===== src/rtl/mdio_link_poller.sv =====
// Background BMSR link poller with priority arbitration for software MDIO
// register accesses; drives the transceiver request strobes.
module mdio_link_poller #(
  parameter int unsigned POLL_INTERVAL = 25000000,
  parameter logic [4:0]  BMSR_ADDR     = 5'd1,
  parameter int unsigned LINK_BIT      = 2,
  parameter int unsigned START_TIMEOUT = 64
) (
  input  logic        clk,
  input  logic        rst,
  input  logic        poll_en,
  input  logic [4:0]  sw_reg_addr,
  input  logic [15:0] sw_wr_data,
  input  logic        sw_reg_wr,
  input  logic        sw_reg_rd,
  output logic [15:0] sw_rd_data,
  output logic        sw_busy,
  output logic [4:0]  phy_reg_addr,
  output logic [15:0] phy_wr_data,
  output logic        phy_reg_wr,
  output logic        phy_reg_rd,
  input  logic [15:0] phy_rd_data,
  input  logic        mdio_busy,
  output logic        link_up,
  output logic        link_change,
  output logic [15:0] bmsr,
  output logic        timeout_err
);

  localparam int TW = (POLL_INTERVAL > 1) ? $clog2(POLL_INTERVAL) : 1;
  localparam int CW = $clog2(START_TIMEOUT + 1);
  localparam logic [TW-1:0] T_LAST = TW'(POLL_INTERVAL - 1);
  localparam logic [CW-1:0] C_LAST = CW'(START_TIMEOUT - 1);

  typedef enum logic [1:0] {
    IDLE,
    ISSUE,
    WAIT_BUSY,
    WAIT_DONE
  } state_t;

  state_t state, state_nxt;

  logic [TW-1:0] timer;
  logic [CW-1:0] to_cnt;
  logic          poll_pending;
  logic          sw_pending;
  logic          owner_sw;
  logic          op_wr;
  logic [4:0]    sw_addr;
  logic [15:0]   sw_data;
  logic          sw_wr;
  logic          sw_req;
  logic          poll_tc;
  logic          done;
  logic          timeout;
  logic          grant_sw;
  logic          grant_poll;

  assign sw_busy     = sw_pending;
  assign sw_req      = (sw_reg_rd | sw_reg_wr) & ~sw_pending;
  assign poll_tc     = poll_en && (timer == T_LAST);
  assign phy_reg_rd  = (state == ISSUE) && !op_wr;
  assign phy_reg_wr  = (state == ISSUE) && op_wr;
  assign timeout_err = timeout;

  always_comb begin
    state_nxt  = state;
    done       = 1'b0;
    timeout    = 1'b0;
    grant_sw   = 1'b0;
    grant_poll = 1'b0;
    unique case (state)
      IDLE: begin
        if (sw_pending) begin
          grant_sw  = 1'b1;
          state_nxt = ISSUE;
        end else if (poll_pending) begin
          grant_poll = 1'b1;
          state_nxt  = ISSUE;
        end
      end
      ISSUE: state_nxt = WAIT_BUSY;
      WAIT_BUSY: begin
        if (mdio_busy) begin
          state_nxt = WAIT_DONE;
        end else if (to_cnt == C_LAST) begin
          timeout   = 1'b1;
          state_nxt = IDLE;
        end
      end
      WAIT_DONE: begin
        if (!mdio_busy) begin
          done      = 1'b1;
          state_nxt = IDLE;
        end
      end
      default: state_nxt = IDLE;
    endcase
  end

  always_ff @(posedge clk or posedge rst) begin
    if (rst) state <= IDLE;
    else     state <= state_nxt;
  end

  // A fresh terminal count wins over clearing, so a poll never gets lost.
  always_ff @(posedge clk or posedge rst) begin
    if (rst) begin
      timer        <= '0;
      poll_pending <= 1'b0;
    end else if (!poll_en) begin
      timer        <= '0;
      poll_pending <= 1'b0;
    end else begin
      timer <= poll_tc ? '0 : timer + 1'b1;
      if (poll_tc)
        poll_pending <= 1'b1;
      else if ((done || timeout) && !owner_sw)
        poll_pending <= 1'b0;
    end
  end

  always_ff @(posedge clk or posedge rst) begin
    if (rst) begin
      sw_pending <= 1'b0;
      sw_addr    <= '0;
      sw_data    <= '0;
      sw_wr      <= 1'b0;
      sw_rd_data <= '0;
    end else begin
      if (sw_req) begin
        sw_pending <= 1'b1;
        sw_addr    <= sw_reg_addr;
        sw_data    <= sw_wr_data;
        sw_wr      <= sw_reg_wr;
      end else if ((done || timeout) && owner_sw) begin
        sw_pending <= 1'b0;
      end
      if (done && owner_sw && !op_wr)
        sw_rd_data <= phy_rd_data;
    end
  end

  always_ff @(posedge clk or posedge rst) begin
    if (rst) begin
      owner_sw     <= 1'b0;
      op_wr        <= 1'b0;
      phy_reg_addr <= '0;
      phy_wr_data  <= '0;
      to_cnt       <= '0;
    end else begin
      if (grant_sw) begin
        owner_sw     <= 1'b1;
        op_wr        <= sw_wr;
        phy_reg_addr <= sw_addr;
        phy_wr_data  <= sw_data;
      end else if (grant_poll) begin
        owner_sw     <= 1'b0;
        op_wr        <= 1'b0;
        phy_reg_addr <= BMSR_ADDR;
      end
      if (state == ISSUE)
        to_cnt <= '0;
      else if (state == WAIT_BUSY)
        to_cnt <= to_cnt + 1'b1;
    end
  end

  always_ff @(posedge clk or posedge rst) begin
    if (rst) begin
      bmsr        <= '0;
      link_up     <= 1'b0;
      link_change <= 1'b0;
    end else begin
      link_change <= 1'b0;
      if (done && !owner_sw) begin
        bmsr        <= phy_rd_data;
        link_up     <= phy_rd_data[LINK_BIT];
        link_change <= phy_rd_data[LINK_BIT] ^ link_up;
      end
    end
  end

endmodule


===== config.mk =====
export PLATFORM = sky130hd
export DESIGN_NAME = mdio_link_poller
export DESIGN_NICKNAME = d
export VERILOG_FILES = /design/src/rtl/mdio_link_poller.sv
export SDC_FILE = /design/constraint.sdc
export NUM_CORES = 1
export LEC_CHECK = 0
export CELL_PAD_IN_SITES_DETAIL_PLACEMENT = 2
export CELL_PAD_IN_SITES_GLOBAL_PLACEMENT = 2
export CORE_MARGIN = 1
export CORE_UTILIZATION = 30
export DETAILED_ROUTE_END_ITERATION = 7
export GPL_TIMING_DRIVEN = 0
export PLACE_DENSITY = 0.81
export SYNTH_ARGS = -nofsm -noshare
export SYNTH_HDL_FRONTEND = slang
export SYNTH_SLANG_ARGS = --single-unit

===== constraint.sdc =====
create_clock -name clk -period 4.4 [get_ports clk]
set_input_delay 0.88 -clock clk [delete_from_list [all_inputs] [get_ports clk]]
set_output_delay 0.88 -clock clk [all_outputs]
set_load 0.01 [all_outputs]

# After elaboration in Yosys (flattened, before gate mapping)
# Index checks and enable logic that the tools add are counted.
# totals
latchBits	0
reg_bits	115
output_inout_bits	59
ram_bits	0
in_bits	43
memories	0
word_cells	78
mem_bits_ro	0
# classes
n_reduce_logical	16
mul	0
n_bitwise	4
shift	0
add_sub_neg	2
n_div	0
n_lt_le_gt_ge	0
mux	31
eq_ne	9
# op_table
operator	count
25-bit two-way mux	2
25-bit by 1-bit adder with 25-bit output, second input constant	1
25-bit == test, second input constant	1
1-bit two-way mux	19
7-bit two-way mux	2
2-bit two-way mux	5
5-bit two-way mux	2
1-bit logical AND	8
2-bit one-hot mux with 4 select lines	1
7-bit by 1-bit adder with 7-bit output, second input constant	1
7-bit by 6-bit == test with 1-bit output, second input constant	1
3-bit != test, second input constant	2
2-bit nonzero test	3
2-bit == test, second input constant	2
3-bit by 1-bit != test with 1-bit output, second input constant	1
3-bit AND reduction	1
2-bit by 1-bit == test with 1-bit output, second input constant	1
1-bit logical NOT	2
2-bit logical NOT	1
2-bit != test, second input constant	1
1-bit bitwise AND	1
1-bit logical OR	1
1-bit inverter	1
1-bit bitwise OR	1
1-bit bitwise XOR	1

# Logic depth before layout (Yosys ltp)
# Gate-level depths: netlist (run 1).
# depth
depth_word	9
mapped_depth	6
ltp_nobuf	6

# Least setup slack after synthesis (run 1)
# Ideal clock, no wire load.
# synth_path
kind	input -> register
startpoint	in mdio_busy
endpoint	reg sw_rd_data[0]
arrival_ns	2.135
cell_stages	4
slack_ns	2.140
path_cell_list	nand2b_1 > nor3b_2 > clkbuf_1 > mux2_2
# synth_via
elab_chain_len	4
# synth_lines
element	line_no	rtl
from (decl)	23	input logic mdio_busy,
1-bit two-way mux	93	if (!mdio_busy) begin
1-bit two-way mux	73	unique case (state)
1-bit logical AND (2 in a row)	140	if (done && owner_sw && !op_wr)
to (signal assigned)	141	sw_rd_data <= phy_rd_data;
to (decl)	16	output logic [15:0] sw_rd_data,
# No other way between the ends.
# A chain may end at the register's enable or synchronous reset.

# Worst setup path in the final report (run 1)
# layout_path
startpoint	reg to_cnt[0]
endpoint	out timeout_err
# layout_via
elab_chain_len	4
# layout_lines
element	line_no	rtl
from (decl)	45	logic [CW-1:0] to_cnt;
from (signal assigned)	166	to_cnt <= to_cnt + 1'b1;
7-bit by 6-bit == test with 1-bit output	87	end else if (to_cnt == C_LAST) begin
1-bit two-way mux	87	
1-bit two-way mux	85	if (mdio_busy) begin
1-bit two-way mux	73	
to (decl)	27	output logic timeout_err
# No other way between the ends.

==> results.py, run 1 <==
metrics = {
    "die": {
        "pin_count": 102,
        "die_y_microns": 129,
        "start_util_pct": 30.5,
        "die-area_sq_mm": 0.0166,
        "core_sq_mm": 0.0158,
        "die_x_microns": 129,
        "core.rowCount": 46,
    },
    "critical_path": {
        "cp_max_fo": 4,
        "crit_chain": "ha_1 -> nand3_1 -> or3_1 -> nor2_1 -> clkdlybuf4s50_1",
        "worst_path_largest_cell_delay_ns": 0.57,
        "r2r-end": "timer[15]$_DFF_PP0_",
        "rr_worst_depth": 5,
        "endpoint_kind": "output pin",
        "crit_arrival_ns": 2.43,
        "cpMaxStageDelayCell": "clkdlybuf4s50_1",
        "crit_type": "reg2out",
        "rr_startpoint": "timer[17]$_DFF_PP0_",
        "cp_data_required_time_ns": 3.52,
        "regToRegSetupSlack_ns": 1.91,
        "critPathLaunchType": "flip-flop",
    },
    "sta": {
        "relSlewSlack_pct": 43.4,
        "clock.fmax_mhz": 302,
        "drv_slew": 0,
        "grt_setup_unrepaired": "false",
        "finalSetupTns_ns": 0,
        "fin_ws_ns": 1.09,
        "fin_skew_ns": 0.00730,
        "tightest_slew_ns": 0.846,
        "hold_viol_final": 0,
        "post-route-period-util_pct": 75.2,
        "setup_viol": 0,
        "finalCriticalPeriod_ns": 3.31,
    },
    "synth": {
        "synth_seq_area_share_pct": 59.0,
        "synth-edff-count": 0,
        "synth.avg_cell_area_sq_um": 11.7,
        "synth.distinct_cells": 40,
        "yosysWarnings": 0,
        "ys_async_sr_fraction_pct": 100,
        "syn_area_sq_mm": 0.00483,
        "syn-num-nets": 462,
        "synth-seq-cells": 114,
        "synth_flop_cell": "dfrtp_1",
        "netlist_instances": 413,
    },
    "clocking": {
        "cts_buffers": 17,
        "hold_buffers": 0,
        "clock_sinks": 114,
        "cts_buffer_depth": 2,
        "tritoncts": "yes",
        "post_cts_buffers": 0,
        "clk_pin_slew_ns": 0.05,
        "worst_skew_pair.late_latency_ns": 0.43,
        "clockRootBuffer": "clkbuf_16",
        "post_cts_resize_count": 0,
        "htreeDepth": 4,
    },
    "global_routing": {
        "antenna_found_initial": 0,
        "grt_overflow_total": 0,
        "grt_pass1_vias": 4414,
        "grt_usage_pct": 20.7,
        "grt_max_degree": 96,
        "grt_pass1_wl_mm": 25.5,
    },
    "route": {
        "routedWlPerCell_microns": 20.5,
        "antenna_left": 0,
        "route.detailed.drc": 0,
        "vias_per_cell": 4.96,
        "drt_pass1_iterations": 4,
        "drt-total-wl_mm": 15.7,
        "vias": 3784,
        "drt-initial-drc-count": 169,
    },
    "power_and_ir_drop": {
        "powerDensity_mw_per_mm2": 706,
        "leakagePower_nw": 2.91,
        "ir_drop_v": 0.000389,
    },
    "min_path": {
        "hp-class": "reg2reg",
        "hold_depth": 2,
        "min_from": "sw_data[14]$_DFFE_PP0P_",
        "hold_path_end": "phy_wr_data[14]$_DFFE_PP0P_",
    },
    "finish": {
        "fin_cells": 763,
        "final_nets": 583,
        "area_delta_synth_final_pct": 40.9,
        "drive_above_1_share_pct": 17.2,
        "layout.cells.most_common": "dfrtp_1",
        "mostFrequentLayoutCells": "114 x dfrtp_1, 101 x clkdlybuf4s50_1, 69 x nand2_1, 54 x mux2_2, 17 x clkbuf_16",
        "num_antenna_cells": 0,
        "fillers": 1613,
    },
    "placement": {
        "gp_congestion": 0.743,
        "preCtsSetupSlack_ns": 1.05,
        "io_buffers": 101,
        "dp_hpwl_mm": 10.1,
        "place_inst": 731,
    },
    "flow_run": {
        "drv_cap": 0,
    },
    "status": {
        "status": "finished, final reports clean",
    },
}
[cell usage after synthesis, types with 4 or more instances]
master / n / area [sq um]
a22o_1: 5 / 43.8
nand3_1: 14 / 70.1
nor2b_1: 4 / 25.0
mux2_2: 54 / 608
or3_1: 6 / 37.5
a21oi_1: 15 / 75.1
ha_1: 6 / 75.1
or4_1: 10 / 75.1
nor3_1: 6 / 30.0
xor2_1: 6 / 52.6
dfrtp_1: 114 / 2850
o21ai_0: 16 / 80.1
inv_1: 11 / 41.3
clkbuf_1: 11 / 41.3
and3_1: 6 / 37.5
o31ai_1: 10 / 75.1
nand2_1: 69 / 259
nor2_1: 15 / 56.3
xnor2_1: 5 / 43.8
[metrics by stage]
stage / cell area, sq um / total power [mW] / util, % / hold WS (ns)
2_1_floorplan: 4830 / 2.37 / - / 0.433
3_3_place_gp: 6110 / 3.08 / 38.6 / 0.442
3_5_place_dp: 6150 / 3.22 / 38.8 / 0.461
4_1_cts: 6810 / 4.87 / 43.0 / 0.476
5_1_grt: 6810 / 5.04 / 43.0 / 0.505
6_report: 6810 / 4.81 / 43.0 / 0.473
[sequential cells by signal, indices dropped and copies added (netlist names), 2 cells and up]
signal and cells:
state 2, bmsr 16, phy_reg_addr 5, timer 25, sw_rd_data 16, sw_data 16, to_cnt 7, sw_addr 5
phy_wr_data 16
[worst max-delay path, delay by kind of cell, from the launching register on]
family                     cells  cell delay [ns]
adders and majority gates      1             0.24
buffers and inverters          1             0.57
DFF                            1             0.39
and+or+nand+nor                3             0.80
[final cells by class]
type                       instances  area [sq um]  area share (%)
tap                              216           270            3.97
multi-input combinational        275          1880            27.6
clock inverter                    10           178            2.61
timing repair buffer             102          1040            15.3
sequential                       114          2850            41.9
buffer                            13          60.1           0.882
inverter                          11          46.3           0.680
clock buffer                      22           484            7.11
[per-layer routing]
layer	GRT usage, %	vias up	wire (microns)
li1	-	1691	-
met1	23.4	1977	6430
met2	36.3	83	8160
met3	5.78	33	582
met4	9.48	0	491
met5	0	-	0
[power breakdown]
part / total [mW] / internal [mW] / switching [mW] / leakage (nW)
clock: 1.57 / 1.06 / 0.508 / 0.326
sequential: 1.68 / 1.43 / 0.253 / 1.44
combinational: 1.56 / 0.821 / 0.740 / 1.14
[how the worst max path moves through the flow]
stage | from | end | slack (ns)
5_1_grt | to_cnt[0]$_DFFE_PP0P_ | timeout_err | 0.95
3_3_place_gp | rst | phy_wr_data[8]$_DFFE_PP0P_ | -1.21
3_5_place_dp | mdio_busy | sw_rd_data[4]$_DFFE_PP0P_ | 1.05
2_1_floorplan | rst | bmsr[0]$_DFFE_PP0P_ | 0.50
6_report | to_cnt[0]$_DFFE_PP0P_ | timeout_err | 1.09
4_1_cts | to_cnt[0]$_DFFE_PP0P_ | timeout_err | 1.06
[cell families (layout without fill, tap and decap cells)]
logic type / Yosys count / in the layout / synth area share [%]
xor gates and xnor gates: 11 / 11 / 1.99
DFF: 114 / 114 / 59.0
buffers and inverters: 24 / 158 / 2.10
and+or+nand+nor: 147 / 147 / 15.1
muxes: 56 / 56 / 13.0
AOI/OAI and AO/OA: 55 / 55 / 7.27
adders and majority gates: 6 / 6 / 1.55
Note: power is estimated with default switching activity, not from simulation.
==> run 2: changes to the inputs <==
Settings changed: PLACE_DENSITY 0.81 to 0.84.
Clock period 4.4 ns to 2.85 ns, I/O delays scaled along.
==> results.py, run 2 (synthesis gave the netlist of run 1 again) <==
metrics = {
    "route": {
        "vias": 3838,
        "vias_per_cell": 5.02,
        "antenna_left": 0,
        "drt-initial-drc-count": 143,
        "drt-total-wl_mm": 16.9,
        "drt_pass1_iterations": 6,
        "route.detailed.drc": 0,
        "routedWlPerCell_microns": 22.2,
    },
    "clocking": {
        "worst_skew_pair.late_latency_ns": 0.42,
        "clock_sinks": 114,
        "cts_buffers": 17,
        "post_cts_buffers": 0,
        "cts_buffer_depth": 2,
        "clockRootBuffer": "clkbuf_16",
        "tritoncts": "yes",
        "post_cts_resize_count": 1,
        "clk_pin_slew_ns": 0.06,
        "hold_buffers": 0,
        "htreeDepth": 4,
    },
    "global_routing": {
        "grt_use_met3_pct": 4.53,
        "grt_pass1_vias": 4465,
        "grt_overflow_total": 0,
        "grt_max_degree": 44,
        "use_met1_pct": 24.4,
        "antenna_found_initial": 0,
        "grt_pass1_wl_mm": 26.7,
        "met2_usage_pct": 39.2,
        "grt_usage_pct": 22.2,
        "busiest_layer": "met2",
    },
    "placement": {
        "gp_congestion": 0.744,
        "dp_hpwl_mm": 10.7,
        "place_inst": 732,
        "io_buffers": 101,
    },
    "finish": {
        "fin_cells": 764,
        "area_delta_synth_final_pct": 39.1,
        "multi_input_area_sq_mm": 0.00188,
        "drive_above_1_share_pct": 16.2,
        "regMostFlops": "timer",
        "final_nets": 584,
        "num_antenna_cells": 0,
        "layout.cells.most_common": "dfrtp_1",
        "largest_register_ffs": 25,
        "seqCellArea_sq_mm": 0.00285,
        "fillers": 1584,
        "mostFrequentLayoutCells": "114 x dfrtp_1, 100 x clkdlybuf4s50_1, 69 x nand2_1, 54 x mux2_2, 18 x clkbuf_1",
    },
    "min_path": {
        "hold_depth": 2,
        "hold_path_end": "phy_wr_data[14]$_DFFE_PP0P_",
        "hp-class": "reg2reg",
        "min_from": "sw_data[14]$_DFFE_PP0P_",
    },
    "die": {
        "pin_count": 102,
        "die_y_microns": 129,
        "core_sq_mm": 0.0158,
        "core.rowCount": 46,
        "die-area_sq_mm": 0.0166,
        "start_util_pct": 30.5,
        "die_x_microns": 129,
    },
    "flow_run": {
        "drv_cap": 0,
    },
    "power_and_ir_drop": {
        "p_switching_mw": 2.32,
        "p_seq_share_pct": 36.4,
        "power.share.switching_pct": 32.5,
        "powerDensity_mw_per_mm2": 1060,
        "leakagePower_nw": 2.87,
        "p_int_mw": 4.82,
        "ir_drop_v": 0.000550,
        "clkPwrFrac_pct": 29.5,
        "combPwrFrac_pct": 34.1,
    },
    "sta": {
        "hold_viol_final": 0,
        "relSlewSlack_pct": 46.1,
        "hold_slack_ns": 0.460,
        "finalCriticalPeriod_ns": 2.68,
        "drv_slew": 0,
        "clock.fmax_mhz": 374,
        "grt_setup_unrepaired": "false",
        "setup_viol": 0,
        "tightest_slew_ns": 0.807,
        "post-route-period-util_pct": 93.9,
        "fin_skew_ns": 0.00844,
    },
    "status": {
        "status": "finished, final reports clean",
    },
    "critical_path": {
        "endpoint_kind": "output pin",
        "rr_startpoint": "state[1]$_DFFE_PP0P_",
        "crit_type": "reg2out",
        "cp_max_fo": 8,
        "critPathLaunchType": "flip-flop",
        "rr_worst_depth": 4,
        "regToRegSetupSlack_ns": 0.37,
        "cp_data_required_time_ns": 2.28,
        "crit_arrival_ns": 2.11,
        "r2r-end": "bmsr[8]$_DFFE_PP0P_",
    },
}
-- run 2: metal layers --
layer  vias to the layer above  part of all wire (%)
met2                        99                    54
met4                         0                   4.3
met3                        49                   3.0
met1                      1989                    38
met5                         -                     0
li1                       1701                     -
-- run 2: worst max-delay path by stage --
stage                          from                          to  slack [ns]  depth (start not counted)
5_1_grt        state[1]$_DFFE_PP0P_                  phy_reg_rd        0.05                          4
3_5_place_dp              mdio_busy   sw_rd_data[2]$_DFFE_PP0P_       -0.20                          5
6_report       state[1]$_DFFE_PP0P_                  phy_reg_rd        0.17                          4
2_1_floorplan                   rst         bmsr[0]$_DFFE_PP0P_        0.89                          1
3_3_place_gp                    rst  sw_rd_data[13]$_DFFE_PP0P_       -0.18                          2
4_1_cts        state[1]$_DFFE_PP0P_                  phy_reg_rd        0.14                          4
-- run 2: stage by stage --
| stage | setup TNS, ns | area (sq um) | setup slack [ns] | util (%) | total power, mW |
|---|---|---|---|---|---|
| 2_1_floorplan | 0 | 4840 | 0.895 | - | 3.67 |
| 3_3_place_gp | -20.08 | 6120 | -0.178 | 38.7 | 4.76 |
| 3_5_place_dp | -2.53 | 6160 | -0.199 | 38.9 | 4.99 |
| 4_1_cts | 0 | 6730 | 0.141 | 42.5 | 7.23 |
| 5_1_grt | 0 | 6730 | 0.0534 | 42.5 | 7.47 |
| 6_report | 0 | 6730 | 0.174 | 42.5 | 7.14 |
-- run 2: layout make-up --
| cell class | instances | share of cell area, % |
|---|---|---|
| buffer | 13 | 0.893 |
| timing repair buffer | 103 | 15.6 |
| sequential | 114 | 42.4 |
| tap | 216 | 4.02 |
| clock inverter | 5 | 1.12 |
| inverter | 11 | 0.670 |
| multi-input combinational | 275 | 27.9 |
| clock buffer | 27 | 7.33 |
-- run 2: power by group through the flow --
stage	Combinational [mW]	Clock, mW	Sequential, mW
floorplan	1.01	0	2.66
global placement	2.24	0	2.52
detailed placement	2.40	0	2.59
CTS	2.48	2.14	2.61
global route	2.62	2.18	2.67
finish	2.43	2.10	2.60
-- run 2: worst max-delay path, stage by stage (launching register included) --
cell and delay, ns:
dfrtp_1 0.43, inv_1 0.15, ha_1 0.33, nor2b_1 0.20, clkdlybuf4s50_1 0.58
==> run 3: changes to the inputs <==
Settings changed: PLACE_DENSITY 0.84 to default, PLACE_DENSITY_LB_ADDON from default to 0.2.
==> results.py, run 3 (synthesis gave the netlist of run 1 again) <==
metrics = {
    "finish": {
        "mostFrequentLayoutCells": "114 x dfrtp_1, 100 x clkdlybuf4s50_1, 69 x nand2_1, 54 x mux2_2, 17 x clkbuf_16",
        "fin_util_pct": 42.9,
        "fillers": 1595,
        "final_nets": 585,
        "num_antenna_cells": 0,
        "area_delta_synth_final_pct": 40.4,
        "seqCellArea_sq_mm": 0.00285,
        "multi_input_area_sq_mm": 0.00189,
        "layout.cells.most_common": "dfrtp_1",
        "fin_area_sq_mm": 0.00679,
        "drive_above_1_share_pct": 17.7,
        "regMostFlops": "timer",
        "largest_register_ffs": 25,
        "fin_cells": 765,
    },
    "die": {
        "start_util_pct": 30.5,
        "core_sq_mm": 0.0158,
        "pin_count": 102,
        "die-area_sq_mm": 0.0166,
        "die_x_microns": 129,
        "die_y_microns": 129,
        "core.rowCount": 46,
    },
    "route": {
        "met2RoutedLength_mm": 6.96,
        "dr_wl_met3_microns": 848,
        "route.detailed.drc": 0,
        "antenna_left": 0,
        "drt_pass1_iterations": 4,
        "drt-met1-wl_mm": 5.67,
        "top_layer_used": "met4",
        "vias_per_cell": 4.83,
        "drt-total-wl_mm": 13.6,
        "routedWlPerCell_microns": 17.8,
        "vias": 3694,
        "drt-initial-drc-count": 116,
    },
    "critical_path": {
        "endpoint_kind": "output pin",
        "cp_data_required_time_ns": 2.28,
        "critPathLaunchType": "flip-flop",
        "crit_arrival_ns": 2.04,
        "crit_type": "reg2out",
        "cp_max_fo": 8,
    },
    "sta": {
        "fin_skew_ns": 0.00757,
        "relSlewSlack_pct": 41.7,
        "hold_slack_ns": 0.466,
        "grt_setup_unrepaired": "false",
        "finalCriticalPeriod_ns": 2.61,
        "fin_ws_ns": 0.238,
        "post-route-period-util_pct": 91.6,
        "hold_viol_final": 0,
        "tightest_slew_ns": 0.866,
        "drv_slew": 0,
        "finalSetupTns_ns": 0,
        "clock.fmax_mhz": 383,
        "setup_viol": 0,
    },
    "global_routing": {
        "antenna_found_initial": 0,
        "grt_max_degree": 41,
        "grt_overflow_total": 0,
        "grt_pass1_vias": 4132,
        "grt_pass1_wl_mm": 22.3,
        "grt_usage_pct": 18.1,
    },
    "clocking": {
        "cts_buffer_depth": 2,
        "hold_buffers": 0,
        "cts_buffers": 17,
        "worst_skew_pair.late_latency_ns": 0.41,
        "clk_pin_slew_ns": 0.06,
        "htreeDepth": 4,
        "tritoncts": "yes",
        "clock_sinks": 114,
        "clockRootBuffer": "clkbuf_16",
    },
    "placement": {
        "gp_congestion": 0.739,
        "preCtsSetupSlack_ns": -0.176,
        "dpl-instance-area_sq_mm": 0.00618,
        "dp_hpwl_mm": 9.53,
        "io_buffers": 101,
        "place_inst": 733,
    },
    "min_path": {
        "hp-class": "reg2reg",
    },
    "power_and_ir_drop": {
        "powerDensity_mw_per_mm2": 1040,
        "ir_drop_v": 0.000517,
        "leakagePower_nw": 2.88,
        "p_total_mw": 7.04,
    },
    "flow_run": {
        "drv_cap": 0,
    },
    "status": {
        "status": "finished, final reports clean",
    },
}
-- run 3: changes by cell type in the layout (fill, tap and decap cells not counted), sizes merged --
cell,previous run,this run
clkbuf,38,31
clkinvlp,1,5
inv,10,12
buf,4,5
bufinv,2,3
-- run 3: timing repair --
item / CTS / global route
setup endpoints to repair: 1 / 0
gates resized for setup: 3 / 0
setup buffers: 0 / 0
-- run 3: worst max-delay path: stages (launching register included) --
cell and delay, ns:
dfrtp_1 0.40, inv_1 0.11, ha_1 0.34, and2_1 0.19, clkdlybuf4s50_1 0.59
-- run 3: area by class of cell --
cell class	count	share of cell area (%)
Multi-Input combinational cell	275	27.8
Tap cell	216	3.98
Inverter	11	0.664
Clock inverter	12	2.30
Timing Repair Buffer	104	15.8
Clock buffer	20	6.58
Sequential cell	114	42.0
Buffer	13	0.885
-- run 3: report_power, final --
| part | total, mW | switching, mW | internal (mW) |
|---|---|---|---|
| Combinational | 2.32 | 1.05 | 1.27 |
| Clock | 2.17 | 0.775 | 1.40 |
| Sequential | 2.54 | 0.342 | 2.20 |
| Total | 7.04 | 2.17 | 4.87 |
-- run 3: path summary, 6_finish.rpt --
kind                                        start                     endpoint  slack, ns  cells after the start
max                          state[1]$_DFFE_PP0P_                   phy_reg_wr       0.24                      4
max in group asynchronous                     rst          timer[17]$_DFF_PP0_       1.53                      4
min in group asynchronous                     rst  phy_wr_data[10]$_DFFE_PP0P_       0.57                      2
min reg2reg                sw_data[3]$_DFFE_PP0P_   phy_wr_data[3]$_DFFE_PP0P_       0.47                      2
max reg2reg                  state[1]$_DFFE_PP0P_          bmsr[4]$_DFFE_PP0P_       0.46                      4
min                        sw_data[3]$_DFFE_PP0P_   phy_wr_data[3]$_DFFE_PP0P_       0.47                      2
-- run 3: metal layers --
| metal | up-vias | GRT usage, % |
|---|---|---|
| met1 | 1920 | 21.1 |
| met5 | - | 0 |
| met4 | 0 | 5.19 |
| met3 | 14 | 7.48 |
| li1 | 1699 | - |
| met2 | 61 | 30.6 |
